File: src/rtl/hvsync_pkg.sv
// Default 640x480@60 timing constants, 10-bit coordinate type and sync polarity helper.
`default_nettype none

package hvsync_pkg;

   localparam int unsigned COORD_W       = 10;

   localparam int unsigned DEF_H_VISIBLE = 640;
   localparam int unsigned DEF_H_FRONT   = 16;
   localparam int unsigned DEF_H_SYNC    = 96;
   localparam int unsigned DEF_H_BACK    = 48;
   localparam int unsigned DEF_V_VISIBLE = 480;
   localparam int unsigned DEF_V_FRONT   = 10;
   localparam int unsigned DEF_V_SYNC    = 2;
   localparam int unsigned DEF_V_BACK    = 33;

   localparam int unsigned DEF_H_TOTAL = DEF_H_VISIBLE + DEF_H_FRONT + DEF_H_SYNC + DEF_H_BACK;
   localparam int unsigned DEF_V_TOTAL = DEF_V_VISIBLE + DEF_V_FRONT + DEF_V_SYNC + DEF_V_BACK;

   typedef logic [COORD_W-1:0] coord_t;

   // Pin level for a sync pulse: active_low inverts the active flag.
   function automatic logic sync_level(input logic active, input logic active_low);
      return active ^ active_low;
   endfunction

endpackage

`default_nettype wire

File: src/rtl/hvsync_wrap_counter.sv
// 10-bit counter with enable that wraps to 0 after TERMINAL; reports terminal count and wrap.
`default_nettype none

module hvsync_wrap_counter
   import hvsync_pkg::*;
#(
   parameter coord_t TERMINAL = coord_t'(DEF_H_TOTAL - 1)
) (
   input  logic               clk,
   input  logic               reset,
   input  logic               en,
   output logic [COORD_W-1:0] count,
   output logic               tc,
   output logic               wrap
);

   assign tc   = (count == TERMINAL);
   assign wrap = en && tc;

   always_ff @(posedge clk) begin
      if (reset) begin
         count <= '0;
      end else if (en) begin
         count <= tc ? '0 : count + 1'b1;
      end
   end

endmodule

`default_nettype wire

File: src/rtl/hv_sync_generator.sv
// VGA raster timing generator: registered pixel/line counters plus combinational sync/visible decode.
// Optional HVSYNC_FRAME_PULSE_EN adds a one-cycle frame_start output at (0,0).
`default_nettype none

module hv_sync_generator
   import hvsync_pkg::*;
#(
   parameter int unsigned H_VISIBLE       = DEF_H_VISIBLE,
   parameter int unsigned H_FRONT         = DEF_H_FRONT,
   parameter int unsigned H_SYNC          = DEF_H_SYNC,
   parameter int unsigned H_BACK          = DEF_H_BACK,
   parameter int unsigned V_VISIBLE       = DEF_V_VISIBLE,
   parameter int unsigned V_FRONT         = DEF_V_FRONT,
   parameter int unsigned V_SYNC          = DEF_V_SYNC,
   parameter int unsigned V_BACK          = DEF_V_BACK,
   parameter int unsigned SYNC_ACTIVE_LOW = 1
) (
   input  logic               clk,
   input  logic               reset,
   output logic [COORD_W-1:0] counterX,
   output logic [COORD_W-1:0] counterY,
   output logic               vga_h_sync,
   output logic               vga_v_sync,
   output logic               inDisplayArea
`ifdef HVSYNC_FRAME_PULSE_EN
   ,
   output logic               frame_start
`endif
);

   localparam int unsigned H_TOTAL = H_VISIBLE + H_FRONT + H_SYNC + H_BACK;
   localparam int unsigned V_TOTAL = V_VISIBLE + V_FRONT + V_SYNC + V_BACK;

   localparam coord_t H_VIS_END = coord_t'(H_VISIBLE);
   localparam coord_t HS_START  = coord_t'(H_VISIBLE + H_FRONT);
   localparam coord_t HS_END    = coord_t'(H_VISIBLE + H_FRONT + H_SYNC);
   localparam coord_t V_VIS_END = coord_t'(V_VISIBLE);
   localparam coord_t VS_START  = coord_t'(V_VISIBLE + V_FRONT);
   localparam coord_t VS_END    = coord_t'(V_VISIBLE + V_FRONT + V_SYNC);
   localparam logic   ACT_LOW   = (SYNC_ACTIVE_LOW != 0);

   logic h_tc, h_wrap, v_tc, v_wrap;
   logic hs_active, vs_active;

   hvsync_wrap_counter #(
      .TERMINAL (coord_t'(H_TOTAL - 1))
   ) u_h_counter (
      .clk   (clk),
      .reset (reset),
      .en    (1'b1),
      .count (counterX),
      .tc    (h_tc),
      .wrap  (h_wrap)
   );

   // Lines advance only on the cycle the pixel counter wraps.
   hvsync_wrap_counter #(
      .TERMINAL (coord_t'(V_TOTAL - 1))
   ) u_v_counter (
      .clk   (clk),
      .reset (reset),
      .en    (h_wrap),
      .count (counterY),
      .tc    (v_tc),
      .wrap  (v_wrap)
   );

   logic unused_flags;
   assign unused_flags = &{1'b0, h_tc, v_tc, v_wrap};

   assign hs_active     = (counterX >= HS_START) && (counterX < HS_END);
   assign vs_active     = (counterY >= VS_START) && (counterY < VS_END);
   assign vga_h_sync    = sync_level(hs_active, ACT_LOW);
   assign vga_v_sync    = sync_level(vs_active, ACT_LOW);
   assign inDisplayArea = (counterX < H_VIS_END) && (counterY < V_VIS_END);

`ifdef HVSYNC_FRAME_PULSE_EN
   assign frame_start = !reset && (counterX == '0) && (counterY == '0);
`endif

endmodule

`default_nettype wire

File: config.mk
export PLATFORM = sky130hd
export DESIGN_NAME = hv_sync_generator
export DESIGN_NICKNAME = d
export VERILOG_FILES = /design/src/rtl/hvsync_pkg.sv /design/src/rtl/hvsync_wrap_counter.sv /design/src/rtl/hv_sync_generator.sv
export SDC_FILE = /design/constraint.sdc
export NUM_CORES = 1
export LEC_CHECK = 0
export ABC_AREA = 0
export ABC_CLOCK_PERIOD_IN_PS = 2300
export BUFFER_PORTS_ARGS = -buffer_cell sky130_fd_sc_hd__buf_2
export CAP_MARGIN = 20
export CORE_ASPECT_RATIO = 0.8
export CORE_MARGIN = 5
export CORE_UTILIZATION = 51
export DETAILED_ROUTE_END_ITERATION = 6
export GPL_ROUTABILITY_DRIVEN = 0
export HOLD_SLACK_MARGIN = 0.15
export PLACE_DENSITY = 0.85
export SLEW_MARGIN = 20
export SYNTH_ARGS = -nofsm -noshare
export SYNTH_HDL_FRONTEND = slang
export SYNTH_SLANG_ARGS = --single-unit
File: constraint.sdc
create_clock -name clk -period 2.3 [get_ports clk]
set_input_delay 0.115 -clock clk [delete_from_list [all_inputs] [get_ports clk]]
set_output_delay 0.115 -clock clk [all_outputs]
set_load 0.005 [all_outputs]
Yosys cells after proc, flatten, opt, wreduce, memory -nomap -nowiden
Index checks and enable logic that the tools add are counted.
{"block": "totals", "wordCells": 19, "register_bits": 20, "output_inout_bits": 23, "in_bits": 2}
{"block": "op_classes", "mux": 1, "order_cmp": 6, "add_sub_neg": 2, "eq_ne": 2, "n_bitwise": 2, "reduce_logical": 4}
{"operator": "10-bit by 1-bit adder with 10-bit output (second input constant)", "n": 2}
{"operator": "10-bit equality test (second input constant)", "n": 2}
{"operator": "10-bit < comparator (second input constant)", "n": 2}
{"operator": "10-bit by 9-bit < comparator with 1-bit output (second input constant)", "n": 2}
{"operator": "10-bit >= comparator (second input constant)", "n": 1}
{"operator": "10-bit by 9-bit >= comparator with 1-bit output (second input constant)", "n": 1}
{"operator": "10-bit two-way mux", "n": 1}
{"operator": "1-bit logical AND", "n": 3}
{"operator": "1-bit inverter", "n": 2}
{"operator": "2-bit OR reduction", "n": 1}

Longest topological paths before layout
Gate-level depths: netlist of run 1.
{"block": "depth", "word_depth": 3, "mapped_depth": 6, "depth_no_buf": 6}

Hierarchy
A second synthesis of run 1 with hierarchy kept.
{"block": "unflattened", "cells_unflattened": 123, "hier_area_um2": 1083.5}
{"module": "hvsync_wrap_counter (u_v_counter)", "area_per_inst_um2": 514.2, "instances": 1, "seq_area_each_um2": 200.2, "cells_each": 55}
{"module": "hvsync_wrap_counter (u_h_counter)", "area_per_inst_um2": 505.5, "instances": 1, "seq_area_each_um2": 200.2, "cells_each": 58}
{"module": "hv_sync_generator", "area_per_inst_um2": 63.8, "instances": 1, "seq_area_each_um2": 0.0, "cells_each": 10}

Worst setup path after synthesis of run 1
Ideal clock, no wire load.
{"block": "synth_timing", "kind": "reg2reg", "from": "register u_h_counter.count[4]", "to": "register u_v_counter.count[7]", "t_arrival_ps": 1886, "setup_slack_ps": 347, "n_path_buf": 1, "period_less_slack_ps": 1953, "path_stages_with_launch": 6, "required_time_ps": 2233, "setup_ps": 67, "cell_sequence": "dfxtp_1 -> or3b_1 -> buf_6 -> or4_4 -> or3_1 -> a21oi_2"}
{"block": "synth_between", "elab_chain_cells": 1}
{"item": "from (decl)", "line_no": "hvsync_wrap_counter.sv:12", "text": "output logic [COORD_W-1:0] count,"}
{"item": "from (signal assigned)", "line_no": "hvsync_wrap_counter.sv:24", "text": "count <= tc ? '0 : count + 1'b1;"}
{"item": "10-bit equality test", "line_no": "hvsync_wrap_counter.sv:17", "text": "assign tc = (count == TERMINAL);"}
{"item": "to (signal assigned)", "line_no": "hvsync_wrap_counter.sv:24"}
{"item": "to (decl)", "line_no": "hvsync_wrap_counter.sv:12"}
No other way between the ends.
A chain may end at the register's enable or synchronous reset.

Worst setup path in the final report of run 1
{"block": "layout_timing", "from": "register u_h_counter.count[4]", "to": "register u_v_counter.count[4]"}
Same word-level chain as after synthesis.

==> results of run 1 <==
==> layer usage <==
metal  GRT usage [%]  up-vias  share of wire, %
met5               0        -                 0
met1            20.2      426                47
met4            5.17        0              0.99
met3            4.96        4               5.8
met2            24.6       21                46
li1                -      464                 -
==> kinds of logic (layout without fill, tap and decap cells) <==
group | count (synthesis) | after routing
AND/OR/NAND/NOR | 58 | 58
AO/OA/AOI/OAI | 10 | 10
flip-flops | 20 | 20
adder cells (fa/ha/maj) | 5 | 5
buffers and inverters | 9 | 36
XOR/XNOR | 14 | 14
==> registers in the layout (all words and copies together) (netlist names) <==
name / flops
u_v_counter.count: 10
u_h_counter.count: 10
==> where the power goes <==
group | switching [mW] | internal (mW)
combinational | 0.0126 | 0.0101
clock | 0.106 | 0.0966
sequential | 0.00567 | 0.351
==> what timing repair did <==
item | in CTS | in global routing
hold endpoints to repair | 4 | 0
hold buffers | 1 | 0
setup endpoints to repair | 0 | 0
setup buffers | 0 | 0
==> worst max-delay path, cell delays in order (launching register included) <==
cell and delay [ns]:
dfxtp_1 0.44, or3b_1 0.50, or3_2 0.53, o21bai_2 0.38
nor2_1 0.10
==> layout make-up <==
type                            instances  area, um2
Fill cell                             179        694
Multi-Input combinational cell         87        574
Sequential cell                        20        400
Timing Repair Buffer                   25        130
Clock buffer                            4       36.3
Tap cell                               24       30.0
Inverter                                7       26.3
==> placed cells by master (no fill, tap or decap), types with 2 or more instances in the layout <==
cell type  Yosys  routed
dfxtp_1       20      20
buf_2          0      24
nor2_1        17      17
ha_1           5       5
xor2_1         7       7
xnor2_1        7       7
nand4_1        5       5
nand2_1        6       6
a21oi_1        3       3
nor3_1         3       3
nand3_1        7       7
nand3b_1       2       2
clkbuf_4       0       3
nor4b_1        2       2
nor4_1         5       5
inv_1          7       7
==> metrics by stage <==
stage	power, mW	area [um2]	utilization (%)
after floorplan	0.376	1020	-
after global placement	0.385	1150	60.8
after detailed placement	0.386	1150	60.8
after CTS	0.585	1200	63.3
after global routing	0.616	1200	63.3
final	0.582	1200	63.3
==> path summary, 6_finish.rpt <==
check	start	to	slack [ns]	depth (start not counted)
max reg2reg	u_h_counter.count[4]	u_v_counter.count[4]	0.24	4
min reg2reg	u_h_counter.count[0]	u_h_counter.count[0]	0.51	1
min	u_h_counter.count[0]	u_h_counter.count[0]	0.51	1
max	u_h_counter.count[4]	u_v_counter.count[4]	0.24	4
==> impl_metrics.ini, run 1 <==
[worst_setup_path]
critPathCaptureType = register
setup.worst_path.class = register to register
arrival_ns = 2.25
cp_max_fo = 9
start_kind = register
required_ns = 2.49

[sta]
finalWorstSetupSlack_ns = 0.238
drv_slew = 0
final_min_period_over_clock_period_pct = 89.6
relSlewSlack_pct = 60.6
skew_ns = 0.00381
setup_viol = 0
whs_ns = 0.514
period_needed_ns = 2.06
rsz0062_at_grt = false
worstMarginPinSlew_ns = 0.585
max_freq_mhz = 485
finalHoldViolations = 0
tns_ns = 0

[placement]
place_ws_ns = 0.271
dp_hpwl_um = 1610
port_buffers = 24
place_inst = 162

[synthesis]
ys_seq_area_share_pct = 39.4
ys.flop_type = dfxtp_1
ys_ff_latch = 20
synth_area_leaders = dfxtp_1 (39%), nor2_1 (6.3%), ha_1 (6.2%), xnor2_1 (6.0%), xor2_1 (6.0%)
synth_area_leader_cell = dfxtp_1
syn-num-nets = 123
synth_top_family_by_area = simple AND/OR/NAND/NOR gates
synth_commonest_cells = dfxtp_1 (20), nor2_1 (17)
synthDistinctLibCells = 34
synth_area_mm2 = 0.00102
synthSimpleGateAreaFrac_pct = 31.3
yosysMostFrequentCell = dfxtp_1
synth_edf_count = 0
synth_top_area_share_pct = 39.4
synth_cells = 116
syn_avg_cell_area_um2 = 8.76
synth_xor_area_share_pct = 12.1
ys_async_sr_fraction_pct = 0
synth-compound-area-share_pct = 7.02
synth_mux_area_share_pct = 0
yosysWarningCount = 0
synth-adder-area-share_pct = 6.16

[clock_tree]
tritoncts = yes
clk_latency_ns = 0.30
clock_sinks = 20
cts_buffers = 3
root_buffer = clkbuf_4
post_cts_resize_count = 0
cts.reportedPaths.clkPinSlew_ns = 0.11
htree_num_levels = 1
clockBufferDepth = 2

[global_route]
grt_pass1_vias = 805
grt_usage_pct = 15.8
grt_first_pass_wirelength_um = 3630
grt_max_degree = 12
antenna_found_initial = 0
gr-total-overflow = 0

[status]
outcome = finished clean

[floorplanning]
fp-row-count = 14
die-area_mm2 = 0.00299
initial_core_util_pct = 53.7
ios = 25
core-area_mm2 = 0.00189
die_y_um = 49.9
die_w_um = 59.9

[finish]
synthToLayoutAreaGrowth_pct = 17.9
nNetsFinal = 151
insertedDiodeCount = 0
final_cells = 167
drive_above_1_share_pct = 23.8

[job]
drv_cap = 0

[route]
drt_first_pass_iters = 4
drcViolationCount = 0
routed_wl_um = 2120
wl_per_cell_um = 12.7
dr.first_iter.drc_count = 18
vias = 915
drtAntennaViolNets = 0
avgViaCountPerCell = 5.48

[worst_hold_path]
min_path_type = register to register

[power_and_ir_drop]
power_density_mw_per_mm2 = 486
p_leak_nw = 0.472
vdd_ir_drop_max_uv = 302
No activity file was read; power rests on OpenSTA's default activity.
==> run 2, diff against run 1 <==
--- a/config.mk
+++ b/config.mk
@@ -11,7 +11,7 @@
 export CAP_MARGIN = 20
 export CORE_ASPECT_RATIO = 0.8
 export CORE_MARGIN = 5
-export CORE_UTILIZATION = 51
+export CORE_UTILIZATION = 52
 export DETAILED_ROUTE_END_ITERATION = 6
 export GPL_ROUTABILITY_DRIVEN = 0
 export HOLD_SLACK_MARGIN = 0.15
@@ -19,4 +19,5 @@
 export SLEW_MARGIN = 20
 export SYNTH_ARGS = -nofsm -noshare
 export SYNTH_HDL_FRONTEND = slang
+export SYNTH_HIERARCHICAL = 1
 export SYNTH_SLANG_ARGS = --single-unit
==> run 2 against run 1 <==
Sequential share of layout area decreased by 2.8 points. Clock-buffer cell count down 1. Combinational power down 6%. Worst setup slack improved by 0.010 ns. Clock power is 43% higher. First-iteration DRC count grew 67%. Power up 14%. Die area is 2.4% higher. Global-route usage rose by 1.8 points. Register-to-register slack about the same. Largest power group unchanged. Routed wire length increased by 17%. Clock skew grew 0.0028 ns.
==> impl_metrics.ini, run 2 <==
[route]
routed_wl_um = 2470
drtAntennaViolNets = 0
drcViolationCount = 0
wl_per_cell_um = 13.8
dr.first_iter.drc_count = 30
drt_first_pass_iters = 4
vias = 1020
avgViaCountPerCell = 5.70

[floorplanning]
die_w_um = 60.6
fp-row-count = 14
die_y_um = 50.5
core-area_mm2 = 0.00191
ios = 25
initial_core_util_pct = 55.8
die-area_mm2 = 0.00306

[worst_setup_path]
arrival_ns = 2.30
critPathCaptureType = register
setup.worst_path.class = register to register
cp_max_fo = 9
required_ns = 2.55
start_kind = register

[placement]
place_ws_ns = 0.176
dp_hpwl_um = 1830
port_buffers = 24
place_area_mm2 = 0.00124
place_inst = 174

[clock_tree]
clockBufferDepth = 2
htree_num_levels = 1
root_buffer = clkbuf_4
tritoncts = yes
clock_sinks = 20
cts_buffers = 3
cts.reportedPaths.clkPinSlew_ns = 0.12
clk_latency_ns = 0.31

[finish]
reg_top3 = u_h_counter/count (10), u_v_counter/count (10)
final_util_pct = 68.5
final_cells = 179
stdcell_area_mm2 = 0.00131
multi_input_area_um2 = 666
drive_above_1_share_pct = 27.1
insertedDiodeCount = 0
fillers = 161
synthToLayoutAreaGrowth_pct = 22.8
layout_commonest_cell = buf_2
seqCellArea_um2 = 400
final_cell_mix = buf_2 (24), dfxtp_1 (20), nor2_1 (11)
nNetsFinal = 161

[power_and_ir_drop]
power_density_mw_per_mm2 = 508
vdd_ir_drop_max_uv = 652
finalPower_uw = 665
p_leak_nw = 0.530

[sta]
max_freq_mhz = 487
whs_ns = 0.549
drv_slew = 0
period_needed_ns = 2.05
skew_ns = 0.00658
final_min_period_over_clock_period_pct = 89.2
finalHoldViolations = 0
finalWorstSetupSlack_ns = 0.248
tns_ns = 0
rsz0062_at_grt = false
setup_viol = 0

[global_route]
grt_max_degree = 13
grt_first_pass_wirelength_um = 4140
gr-total-overflow = 0
grt_pass1_vias = 853
grt_usage_pct = 17.6
antenna_found_initial = 0

[synthesis]
synth_area_mm2 = 0.00107
synth_cells = 120
syn_avg_cell_area_um2 = 8.88
yosysWarningCount = 6

[job]
drv_cap = 0

[status]
outcome = finished clean

[worst_hold_path]
min_path_type = register to register
run 2: final cells by class:
cell class	count	area share (%)
Timing Repair Buffer	27	11.1
Clock inverter	1	2.29
Inverter	4	1.15
Tap cell	24	2.29
Clock buffer	3	1.72
Sequential cell	20	30.6
Multi-Input combinational cell	100	50.9
run 2: layer usage:
layer	track usage (%)	up-vias	share of wire (%)
met4	5.05	0	1.6
li1	-	499	-
met2	24.9	52	45
met5	0	-	0
met3	5.13	4	10
met1	25.7	465	44
run 2: repair_timing:
action	CTS	global route
gates resized for setup	0	1
setup endpoints to repair	0	4
hold buffers	1	0
hold endpoints to repair	7	0
setup buffers	0	0
run 2: path summary, 6_finish.rpt:
check | startpoint | to | slack [ns] | depth (start not counted)
max | u_h_counter/count[6] | u_v_counter/count[9] | 0.25 | 6
min | u_v_counter/count[6] | u_v_counter/count[6] | 0.55 | 2
max reg2reg | u_h_counter/count[6] | u_v_counter/count[9] | 0.25 | 6
min reg2reg | u_v_counter/count[6] | u_v_counter/count[6] | 0.55 | 2
run 2: critical path, cell delays in order, from the launching register on:
cell and delay, ns:
dfxtp_1 0.40, nor4b_2 0.32, nand3_1 0.19, nor2_2 0.25, nand4_4 0.15, or4_4 0.54
a21oi_2 0.13
run 2: power breakdown:
| group | total (mW) | switching, mW | internal [mW] |
|---|---|---|---|
| clock | 0.290 | 0.114 | 0.176 |
| sequential | 0.353 | 0.00394 | 0.349 |
| combinational | 0.0214 | 0.0126 | 0.00886 |
==> run 3, diff against run 2 <==
--- a/config.mk
+++ b/config.mk
@@ -6,7 +6,7 @@
 export NUM_CORES = 1
 export LEC_CHECK = 0
 export ABC_AREA = 0
-export ABC_CLOCK_PERIOD_IN_PS = 2300
+export ABC_CLOCK_PERIOD_IN_PS = 2200
 export BUFFER_PORTS_ARGS = -buffer_cell sky130_fd_sc_hd__buf_2
 export CAP_MARGIN = 20
 export CORE_ASPECT_RATIO = 0.8
==> constraint.sdc (replaced) <==
create_clock -name clk -period 2.2 [get_ports clk]
set_input_delay 0.11 -clock clk [delete_from_list [all_inputs] [get_ports clk]]
set_output_delay 0.11 -clock clk [all_outputs]
set_load 0.005 [all_outputs]
==> run 3 against run 2 <==
Sequential share of layout area fell by 0.32 points. Non-clock buffer count increased by 4. Clock skew decreased by 0.0025 ns. Clock power down 25%. Clock-buffer cell count up 1. Register-to-register slack worse by 0.06 ns. Routed wire length increased by 1.5%. Critical path type unchanged. Critical endpoint unchanged.
==> impl_metrics.ini, run 3 (synthesized netlist as in run 2, its figures left out) <==
[finish]
final_cell_mix = buf_2 (24), dfxtp_1 (20), nor2_1 (11)
final_cells = 183
synthToLayoutAreaGrowth_pct = 24.1
layout_commonest_cell = buf_2
nNetsFinal = 165
drive_above_1_share_pct = 28.9
reg_top3 = u_h_counter/count (10), u_v_counter/count (10)
insertedDiodeCount = 0
fillers = 161

[worst_setup_path]
required_ns = 2.45
setup.worst_path.class = register to register
cp_slowest_cell = or4_4
critPathCaptureType = register
timing.reg2reg.worst_path_depth = 6
slowest_delay_ns = 0.54
path_delay_family = simple AND/OR/NAND/NOR gates
start_kind = register
path_buf_inv = 0
path_cells = nor4b_2 > nand3_1 > nor2_2 > nand4_4 > or4_4 > a21oi_2
cp.depth = 6
cp_max_fo = 7
arrival_ns = 2.26

[route]
dr.first_iter.drc_count = 28
routed_wl_um = 2510
drt_first_pass_iters = 4
drtAntennaViolNets = 0
wl_per_cell_um = 13.7
vias = 1012
avgViaCountPerCell = 5.53
drcViolationCount = 0

[global_route]
antenna_found_initial = 0
grt_max_degree = 12
grt_pass1_vias = 895
gr-total-overflow = 0
grt_usage_pct = 17.2
grt_first_pass_wirelength_um = 4000

[clock_tree]
cts_buffers = 3
htree_num_levels = 1
cts.reportedPaths.clkPinSlew_ns = 0.12
clockBufferDepth = 2
clock_sinks = 20
cts_setup_buffers = 0
tritoncts = yes
root_buffer = clkbuf_4
clk_latency_ns = 0.30

[floorplanning]
initial_core_util_pct = 55.8
fp-row-count = 14
die_w_um = 60.6
die-area_mm2 = 0.00306
core-area_mm2 = 0.00191
die_y_um = 50.5
ios = 25

[sta]
drv_slew = 0
rsz0062_at_grt = false
max_freq_mhz = 497
skew_ns = 0.00406
tns_ns = 0
final_min_period_over_clock_period_pct = 91.4
setup_viol = 0
period_needed_ns = 2.01
finalHoldViolations = 0

[power_and_ir_drop]
power_density_mw_per_mm2 = 463
finalPower_uw = 613
p_leak_nw = 0.544
vdd_ir_drop_max_uv = 536

[status]
outcome = finished clean

[placement]
place_inst = 178
dp_hpwl_um = 1910
port_buffers = 24

[worst_hold_path]
min_path_type = register to register
hold_depth = 2

[job]
drv_cap = 0
run 3: cell count changes in the layout (fill, tap and decap cells not counted), sizes merged:
cell / change
buf: +4
bufinv: -1
clkbuf: +1
run 3: what timing repair did:
item | 4_1_cts | 5_1_grt
setup endpoints to repair | 0 | 2
endpoints found under the hold margin | 7 | 0
hold buffers | 1 | 0
resized for setup | 0 | 1
run 3: layout make-up:
cell class                 instances  area [um2]  share of cell area [%]
sequential                        20         400                    30.3
inverter                           4        15.0                    1.14
clock buffer                       4        36.3                    2.74
timing repair buffer              31         175                    13.2
tap                               24        30.0                    2.27
multi-input combinational        100         666                    50.3
run 3: power breakdown:
part	internal [mW]	total, mW	switching, mW
clock network	0.101	0.217	0.116
logic	0.0123	0.0289	0.0166
registers	0.365	0.367	0.00181
total	0.478	0.613	0.135
run 3: layer usage:
layer | global-route usage (%) | part of all wire, %
met1 | 20.5 | 46
met2 | 27.9 | 47
met3 | 6.15 | 5.9
met4 | 6.86 | 1.2
met5 | 0 | 0
run 3: worst paths after layout:
path	to	slack [ns]	startpoint
worst max-delay path	u_v_counter/count[9]	0.19	u_h_counter/count[9]
worst min-delay path	u_v_counter/count[8]	0.54	u_v_counter/count[8]
worst max register to register	u_v_counter/count[9]	0.19	u_h_counter/count[9]
worst min register to register	u_v_counter/count[8]	0.54	u_v_counter/count[8]
run 3: worst reg2reg max path, cell delays in order (launching register included):
cell and delay, ns:
dfxtp_1 0.43, nor4b_2 0.30, nand3_1 0.18, nor2_2 0.23, nand4_4 0.15, or4_4 0.54
a21oi_2 0.14
run 3: metrics by stage:
step / cell area (um2) / hold WS [ns] / setup WS (ns) / util (%)
6_report: 1320 / 0.539 / 0.189 / 69.3
2_1_floorplan: 1090 / 0.386 / 0.244 / -
4_1_cts: 1320 / 0.545 / 0.107 / 69.1
3_5_place_dp: 1270 / 0.406 / 0.141 / 66.7
5_1_grt: 1320 / 0.583 / 0.0327 / 69.3
3_3_place_gp: 1270 / 0.411 / 0.272 / 66.7
